`config.mk`:
```
export PLATFORM = sky130hd
export DESIGN_NAME = shot_manager
export DESIGN_NICKNAME = d
export VERILOG_FILES = /design/src/rtl/shot_manager_pkg.sv /design/src/rtl/shot_cooldown_timer.sv /design/src/rtl/shot_manager.sv
export SDC_FILE = /design/constraint.sdc
export NUM_CORES = 1
export LEC_CHECK = 0
export CORE_AREA = 2 2 39 41
export DETAILED_ROUTE_END_ITERATION = 8
export DIE_AREA = 0 0 41 43
export PLACE_DENSITY = 0.67
export SYNTH_ARGS = -nofsm -noshare
export SYNTH_HDL_FRONTEND = slang
export SYNTH_HIERARCHICAL = 1
export SYNTH_SLANG_ARGS = --single-unit
```
`constraint.sdc`:
```
create_clock -name clk -period 2.6 [get_ports clk]
set_input_delay 0.78 -clock clk [delete_from_list [all_inputs] [get_ports clk]]
set_output_delay 0.78 -clock clk [all_outputs]
set_load 0.02 [all_outputs]
```
`src/rtl/shot_manager_pkg.sv`:
```
`default_nettype none
// ============================================================================
//  Module   : shot_manager_pkg
//  Purpose  : Shared game constants for the gun / score / HUD blocks.
//             It holds the shot-manager state encodings and the default
//             magazine size and cooldown length, so every block that
//             depends on them uses the same values.
//  Revision : 1.0 - initial release
// ============================================================================
package shot_manager_pkg;

    // Default gun configuration.
    localparam int DEFAULT_MAX_SHOTS       = 3;
    localparam int DEFAULT_COOLDOWN_CYCLES = 4;

    // Shot-manager state encodings.
    localparam logic [1:0] S_READY    = 2'd0;
    localparam logic [1:0] S_COOLDOWN = 2'd1;
    localparam logic [1:0] S_ARMWAIT  = 2'd2;
    localparam logic [1:0] S_EMPTY    = 2'd3;

endpackage : shot_manager_pkg
`default_nettype wire

```
`src/rtl/shot_cooldown_timer.sv`:
```
`default_nettype none
// ============================================================================
//  Module   : shot_cooldown_timer
//  Purpose  : Parametrised down-counter. A load pulse sets the count to
//             load_value. The count then drops by one per cycle and stops
//             at zero. A clear pulse forces the count to zero and has
//             priority over load. The block is generic, so other timers
//             such as the duck flight timer can reuse it.
//  Ports    : clk        - system clock
//             reset_n    - asynchronous active-low reset (count -> 0)
//             load       - load load_value on the next edge
//             clear      - force the count to zero on the next edge
//             load_value - value to load, WIDTH bits
//             done       - high while the count is zero
//  Revision : 1.0 - initial release
// ============================================================================
module shot_cooldown_timer #(
    parameter int WIDTH = 2
) (
    input  logic             clk,
    input  logic             reset_n,
    input  logic             load,
    input  logic             clear,
    input  logic [WIDTH-1:0] load_value,
    output logic             done
);

    logic [WIDTH-1:0] r_count;

    always_ff @(posedge clk or negedge reset_n) begin
        if (!reset_n) begin
            r_count <= '0;
        end else if (clear) begin
            r_count <= '0;
        end else if (load) begin
            r_count <= load_value;
        end else if (r_count != '0) begin
            r_count <= r_count - WIDTH'(1);
        end
    end

    assign done = (r_count == '0);

endmodule : shot_cooldown_timer
`default_nettype wire

```
`src/rtl/shot_manager.sv`:
```
`default_nettype none
// ============================================================================
//  Module   : shot_manager
//  Purpose  : Tracks the remaining shots for one gun. A shot is accepted
//             only in READY, when enable and trigger are high and the
//             magazine is not empty. Each accepted shot produces a
//             one-cycle fire strobe. A cooldown follows each shot, and the
//             trigger must be released before the gun can fire again.
//  Ports    : clk        - system clock
//             reset_n    - asynchronous active-low reset
//             enable     - gameplay active (trigger ignored when low)
//             trigger    - conditioned level trigger
//             reload     - one-cycle pulse that refills the magazine
//             shots_left - remaining shots (registered)
//             fire_pulse - one-cycle strobe per accepted shot (registered)
//             empty      - high when shots_left == 0 (registered)
//             busy       - high when the FSM is not in READY (registered)
//  Revision : 1.0 - initial release
// ============================================================================
module shot_manager
    import shot_manager_pkg::*;
#(
    parameter  int MAX_SHOTS       = DEFAULT_MAX_SHOTS,
    parameter  int COOLDOWN_CYCLES = DEFAULT_COOLDOWN_CYCLES,
    localparam int SHOT_W          = $clog2(MAX_SHOTS + 1)
) (
    input  logic              clk,
    input  logic              reset_n,
    input  logic              enable,
    input  logic              trigger,
    input  logic              reload,
    output logic [SHOT_W-1:0] shots_left,
    output logic              fire_pulse,
    output logic              empty,
    output logic              busy
);

    localparam int TIMER_W = (COOLDOWN_CYCLES > 1) ? $clog2(COOLDOWN_CYCLES) : 1;

    localparam logic [SHOT_W-1:0]  C_FULL        = SHOT_W'(MAX_SHOTS);
    localparam logic [TIMER_W-1:0] C_CD_LOAD     =
        TIMER_W'((COOLDOWN_CYCLES > 0) ? COOLDOWN_CYCLES - 1 : 0);
    localparam logic               C_NO_COOLDOWN = (COOLDOWN_CYCLES == 0);

    logic [1:0]        r_state;
    logic [SHOT_W-1:0] r_shots;
    logic              r_fire;
    logic              r_empty;
    logic              r_busy;

    logic [1:0]        w_state_next;
    logic [SHOT_W-1:0] w_shots_next;
    logic              w_fire_next;
    logic              w_tmr_load;
    logic              w_tmr_clear;
    logic              w_tmr_done;

    // The count is loaded with COOLDOWN_CYCLES-1 on the edge that enters
    // COOLDOWN. The FSM leaves on the edge where the count is zero, so it
    // spends exactly COOLDOWN_CYCLES cycles in COOLDOWN.
    shot_cooldown_timer #(
        .WIDTH (TIMER_W)
    ) u_cooldown (
        .clk        (clk),
        .reset_n    (reset_n),
        .load       (w_tmr_load),
        .clear      (w_tmr_clear),
        .load_value (C_CD_LOAD),
        .done       (w_tmr_done)
    );

    always_comb begin
        w_state_next = r_state;
        w_shots_next = r_shots;
        w_fire_next  = 1'b0;
        w_tmr_load   = 1'b0;
        w_tmr_clear  = 1'b0;

        if (reload) begin
            // A reload wins over a shot in the same cycle. The gun re-arms
            // through ARMWAIT, so a trigger held across the reload cannot
            // fire.
            w_shots_next = C_FULL;
            w_state_next = S_ARMWAIT;
            w_tmr_clear  = 1'b1;
        end else begin
            case (r_state)
                S_READY: begin
                    if (r_shots == '0) begin
                        w_state_next = S_EMPTY;
                    end else if (enable && trigger) begin
                        w_shots_next = r_shots - SHOT_W'(1);
                        w_fire_next  = 1'b1;
                        if (C_NO_COOLDOWN) begin
                            w_state_next = S_ARMWAIT;
                        end else begin
                            w_state_next = S_COOLDOWN;
                            w_tmr_load   = 1'b1;
                        end
                    end
                end
                S_COOLDOWN: begin
                    if (w_tmr_done) begin
                        w_state_next = (r_shots == '0) ? S_EMPTY : S_ARMWAIT;
                    end
                end
                S_ARMWAIT: begin
                    if (!trigger) begin
                        w_state_next = (r_shots == '0) ? S_EMPTY : S_READY;
                    end
                end
                S_EMPTY: begin
                    w_state_next = S_EMPTY;
                end
                default: begin
                    w_state_next = S_ARMWAIT;
                end
            endcase
        end
    end

    // All outputs come from the next-state values and are registered here,
    // so they stay glitch-free and line up with the state they describe.
    always_ff @(posedge clk or negedge reset_n) begin
        if (!reset_n) begin
            r_state <= S_ARMWAIT;
            r_shots <= C_FULL;
            r_fire  <= 1'b0;
            r_empty <= 1'b0;
            r_busy  <= 1'b1;
        end else begin
            r_state <= w_state_next;
            r_shots <= w_shots_next;
            r_fire  <= w_fire_next;
            r_empty <= (w_shots_next == '0) || (w_state_next == S_EMPTY);
            r_busy  <= (w_state_next != S_READY);
        end
    end

    assign shots_left = r_shots;
    assign fire_pulse = r_fire;
    assign empty      = r_empty;
    assign busy       = r_busy;

endmodule : shot_manager
`default_nettype wire

```
* Word-level counts from Yosys, hierarchy flattened
Cells that the tools add are included.
** Cells by class
- Add/sub/neg operators :: 2
- Eq/ne operators :: 4
- Mux-type cells :: 20
- Reduce and logical (&&, ||, !) cells :: 9
** Operators by type and width (number)
- $mux 2 :: 13
- $logic_not 2->1 :: 4
- $pmux 2 s4 :: 1
- $eq 2x2->1 const B :: 3
- $mux 1 :: 6
- $reduce_bool 2->1 :: 2
- $sub 2x1->2 const B :: 2
- $reduce_bool 3->1 :: 1
- $eq 2x1->1 const B :: 1
- $logic_and 1x1->1 :: 1
- $logic_or 1x1->1 :: 1
** Word-level totals
- Bits in registers :: 9
- Bits of input ports :: 5
- Output and inout port bits :: 5
- Logic and storage cells :: 41

* Longest topological paths before layout
- Depth after elaboration :: 7
- Depth in mapped cells :: 5

* By module
The synthesis kept the hierarchy.
** By module, submodules not included
- shot_manager :: times used 1, cells each 36, area each 372.9 um^2, seq. area each 180.2 um^2
- shot_cooldown_timer :: times used 1, cells each 13, area each 128.9 um^2, seq. area each 50.0 um^2

* Worst setup path before layout
No wires, ideal clock.
- Path type :: reg2reg
- Start :: register r_shots[0] (netlist: shots_left[0])
- End :: register r_empty (netlist: empty)
- Setup time :: 87 ps
- Arrival time :: 1697 ps
- Required time :: 2513 ps
- Setup slack :: 817 ps
- Stages on the path, launching flop included :: 6
- Period minus slack after synthesis :: 1783 ps
- Cell sequence :: dfstp_2 inv_1 ha_1 or2_4 or4_1 o211ai_1
** Between the ends
- Longest elaborated chain between the ends :: 7
- Elaborated cells between the ends (all ways) :: 16
** Ends and longest elaborated chain
- from (decl) :: RTL line shot_manager.sv:46 : logic [SHOT_W-1:0] r_shots;
- from (signal assigned) :: RTL line shot_manager.sv:133 : r_shots <= w_shots_next;
- $sub 2x1->2 or $logic_not 2->1 (tied branches)
- $mux 2, or another cell as far along :: RTL line shot_manager.sv:91 : end else if (enable && trigger) begin
- $mux 2 (on tied branches) :: RTL line shot_manager.sv:89, shot_manager.sv:103, shot_manager.sv:108
- $mux 2 or $pmux 2 s4 (tied branches) :: RTL line shot_manager.sv:87 : case (r_state)
- $mux 2 :: RTL line shot_manager.sv:79 : if (reload) begin
- $logic_not 2->1 or $eq 2x2->1 (tied branches) :: RTL line shot_manager.sv:135 : r_empty <= (w_shots_next == '0) || (w_state_next == S_EMPTY);
- $logic_or 1x1->1 (*) :: RTL line shot_manager.sv:135
- to (signal assigned) :: RTL line shot_manager.sv:135
- to (decl) :: RTL line shot_manager.sv:48 : logic r_empty;
Mark *: on every way between the ends. The rest lies on a longest branch, timed or not.
A chain may end at the register's enable or synchronous reset.

* Worst setup path after layout
- Start :: register r_shots[0] (netlist: shots_left[0])
- End :: output port shots_left[0]
** RTL lines
- to (decl) :: RTL line shot_manager.sv:32 : output logic [SHOT_W-1:0] shots_left,
No word-level cell between the ends.

==> impl_metrics.tcl <==
set metrics [dict create \
    r2r_cells 5 \
    wl_per_cell_um 12.0 \
    path_buf_inv 1 \
    cp.required_ps 1820 \
    fin_crit_ps 2200 \
    timing.final.crit_share 0.847 \
    fillers 152 \
    htree_levels 1 \
    ctsResizeCount 0 \
    finish.net_count 73 \
    maxCapViolations 0 \
    area_growth_pct 29.4 \
    p_total_mw 0.386 \
    cts_max_path_buffers 2 \
    core_region_area_mm2 0.00138 \
    drc 0 \
    cp.depth 1 \
    power.leakage_nw 0.298 \
    dp.cells 76 \
    dp_hpwl_um 736 \
    skew_ps 3.29 \
    antenna_left 0 \
    startpoint "shots_left[0]" \
    critPathSlowestCell "clkdlybuf4s50_1" \
    hold_viol_final 0 \
    synth_seq_cells 9 \
    cts_buffers 3 \
    comb_power_share 0.272 \
    drive_gt1_frac 0.203 \
    p_sw_frac 0.300 \
    dr.pass1.iters 3 \
    drt-total-wl_um 958 \
    p_sw_mw 0.116 \
    num_vias 403 \
    regArea_um2 230 \
    grt_pass1_wl_um 1680 \
    ys_seq_area_frac 0.459 \
    min_from "shots_left[0]" \
    post_cts_buffers 0 \
    io_buffers 9 \
    syn_inst 49 \
    p_seq_frac 0.445 \
    start_util 0.363 \
    die_w_um 41 \
    clock-root-buffer "clkbuf_4" \
    p_per_area_mw_per_mm2 594 \
    fin_cells 80 \
    antenna_found_initial 0 \
    design.die.area_mm2 0.00176 \
    outcome "finished, final reports clean" \
    dieHeight_um 43 \
    row_count 14 \
    avgSynthCellArea_um2 10.2 \
    cts_tree "yes" \
    io_pins 10 \
    clk_pin_slew_ps 70 \
    drt-initial-drc-count 6 \
    layout_common_cells "9 x clkdlybuf4s50_1, 7 x inv_1, 5 x dfrtp_1" \
    ys_types 25 \
    grt-ovfl-total 0 \
    gp_congestion 0.758 \
    cts_hold_buf 0 \
    cp_max_fo 5 \
    track_usage 0.146 \
    finalSetupViolations 0 \
    fmax_mhz 454 \
    worstHoldPathType "flop to flop" \
    endpoint_kind "primary output" \
    clock_power_share 0.283 \
    setup_tns_ps 0 \
    rsz0062_at_grt "no" \
    whs_path_depth 2 \
    max_stage_delay_ps 600 \
    cp_top_family "buffers and inverters" \
    crit_path_start_kind "flop" \
    viasPerCell 5.04 \
    mostFrequentLayoutCell "clkdlybuf4s50_1" \
    rr_startpoint "shots_left[0]" \
    maxSlewViolCount 0 \
    crit_path_cell_trace "clkdlybuf4s50_1" \
    grt_pass1_vias 411 \
    grt_max_degree 10 \
    ir_drop_v 0.000349 \
    crit_type "flop to primary output" \
    cts_num_sinks 9 \
    diodes 0 \
    yosysWarnings 6 \
    multiInputGateArea_um2 249 \
    power.internal_mw 0.270 \
    worstPathArrival_ps 1420 \
    clk_latency_ps 260 \
    synthesis.area_um2 502 \
]
==> cell usage after synthesis <==
library cell | number | share of area
xor2_1 | 1 | 0.017
nand4bb_1 | 1 | 0.022
o2111ai_1 | 2 | 0.035
ha_1 | 3 | 0.075
nor2b_1 | 1 | 0.012
dfrtp_1 | 5 | 0.25
nand2_1 | 4 | 0.030
inv_1 | 7 | 0.052
o21ai_0 | 2 | 0.020
o31ai_1 | 1 | 0.015
nor2_1 | 2 | 0.015
a211o_2 | 1 | 0.020
or2_4 | 1 | 0.017
or2_1 | 1 | 0.012
o211ai_1 | 2 | 0.030
nand3b_1 | 2 | 0.030
or3_2 | 1 | 0.015
dfstp_2 | 4 | 0.21
nor4_1 | 1 | 0.012
o311ai_0 | 1 | 0.017
a22o_2 | 1 | 0.020
or4_1 | 1 | 0.015
conb_1 | 1 | 0.0075
nand3_1 | 2 | 0.020
a311oi_2 | 1 | 0.030
==> path summary, 6_finish.rpt <==
check                           slack [ps]       endpoint
worst max-delay path                   400  shots_left[0]
worst min-delay path                   550  shots_left[0]
worst max register to register         790          empty
worst min register to register         550  shots_left[0]
max in group asynchronous             1460  shots_left[1]
min in group asynchronous              820     r_state[0]
==> state kept, by name, indices dropped and copies added (netlist names) <==
register	cells
empty	1
busy	1
shots_left	2
u_cooldown/r_count	2
r_state	2
fire_pulse	1
==> through the flow <==
step                      setup WS (ps)  hold WS [ps]  utilization  area (um^2)
final                               399           552        0.469          649
after global routing                347           610        0.469          649
after CTS                           389           560        0.469          649
after detailed placement            393           548        0.450          623
after global placement              408           527        0.450          623
after floorplan                     817           484            -          505
==> cell type report <==
class,count,share of cell area
clock buffer,4,0.0405
multi-input combinational,34,0.383
timing repair buffer,10,0.150
tap,16,0.0308
inverter,7,0.0405
sequential,9,0.355
==> cells by family after synthesis <==
logic type,Yosys count,share of synthesized area
AOI/OAI and AO/OA,11,0.187
other,1,0.00747
and+or+nand+nor,17,0.202
adders and majority gates,3,0.0748
xor gates and xnor gates,1,0.0175
buffers and inverters,7,0.0524
DFF,9,0.459
==> metal layers <==
| layer | vias up | GRT usage | wire (um) |
|---|---|---|---|
| met5 | - | 0 | 0 |
| met3 | 2 | 0.0628 | 30 |
| met2 | 9 | 0.213 | 449 |
| li1 | 204 | - | - |
| met1 | 188 | 0.173 | 470 |
| met4 | 0 | 0.0800 | 8 |
==> power groups by stage <==
stage / Clock [mW] / Combinational [mW] / Sequential [mW]
6_report: 0.109 / 0.105 / 0.172
5_1_grt: 0.123 / 0.119 / 0.174
4_1_cts: 0.114 / 0.105 / 0.171
3_5_place_dp: 0 / 0.104 / 0.174
3_3_place_gp: 0 / 0.102 / 0.173
2_1_floorplan: 0 / 0.0685 / 0.177
(Power assumes the default switching activity.)
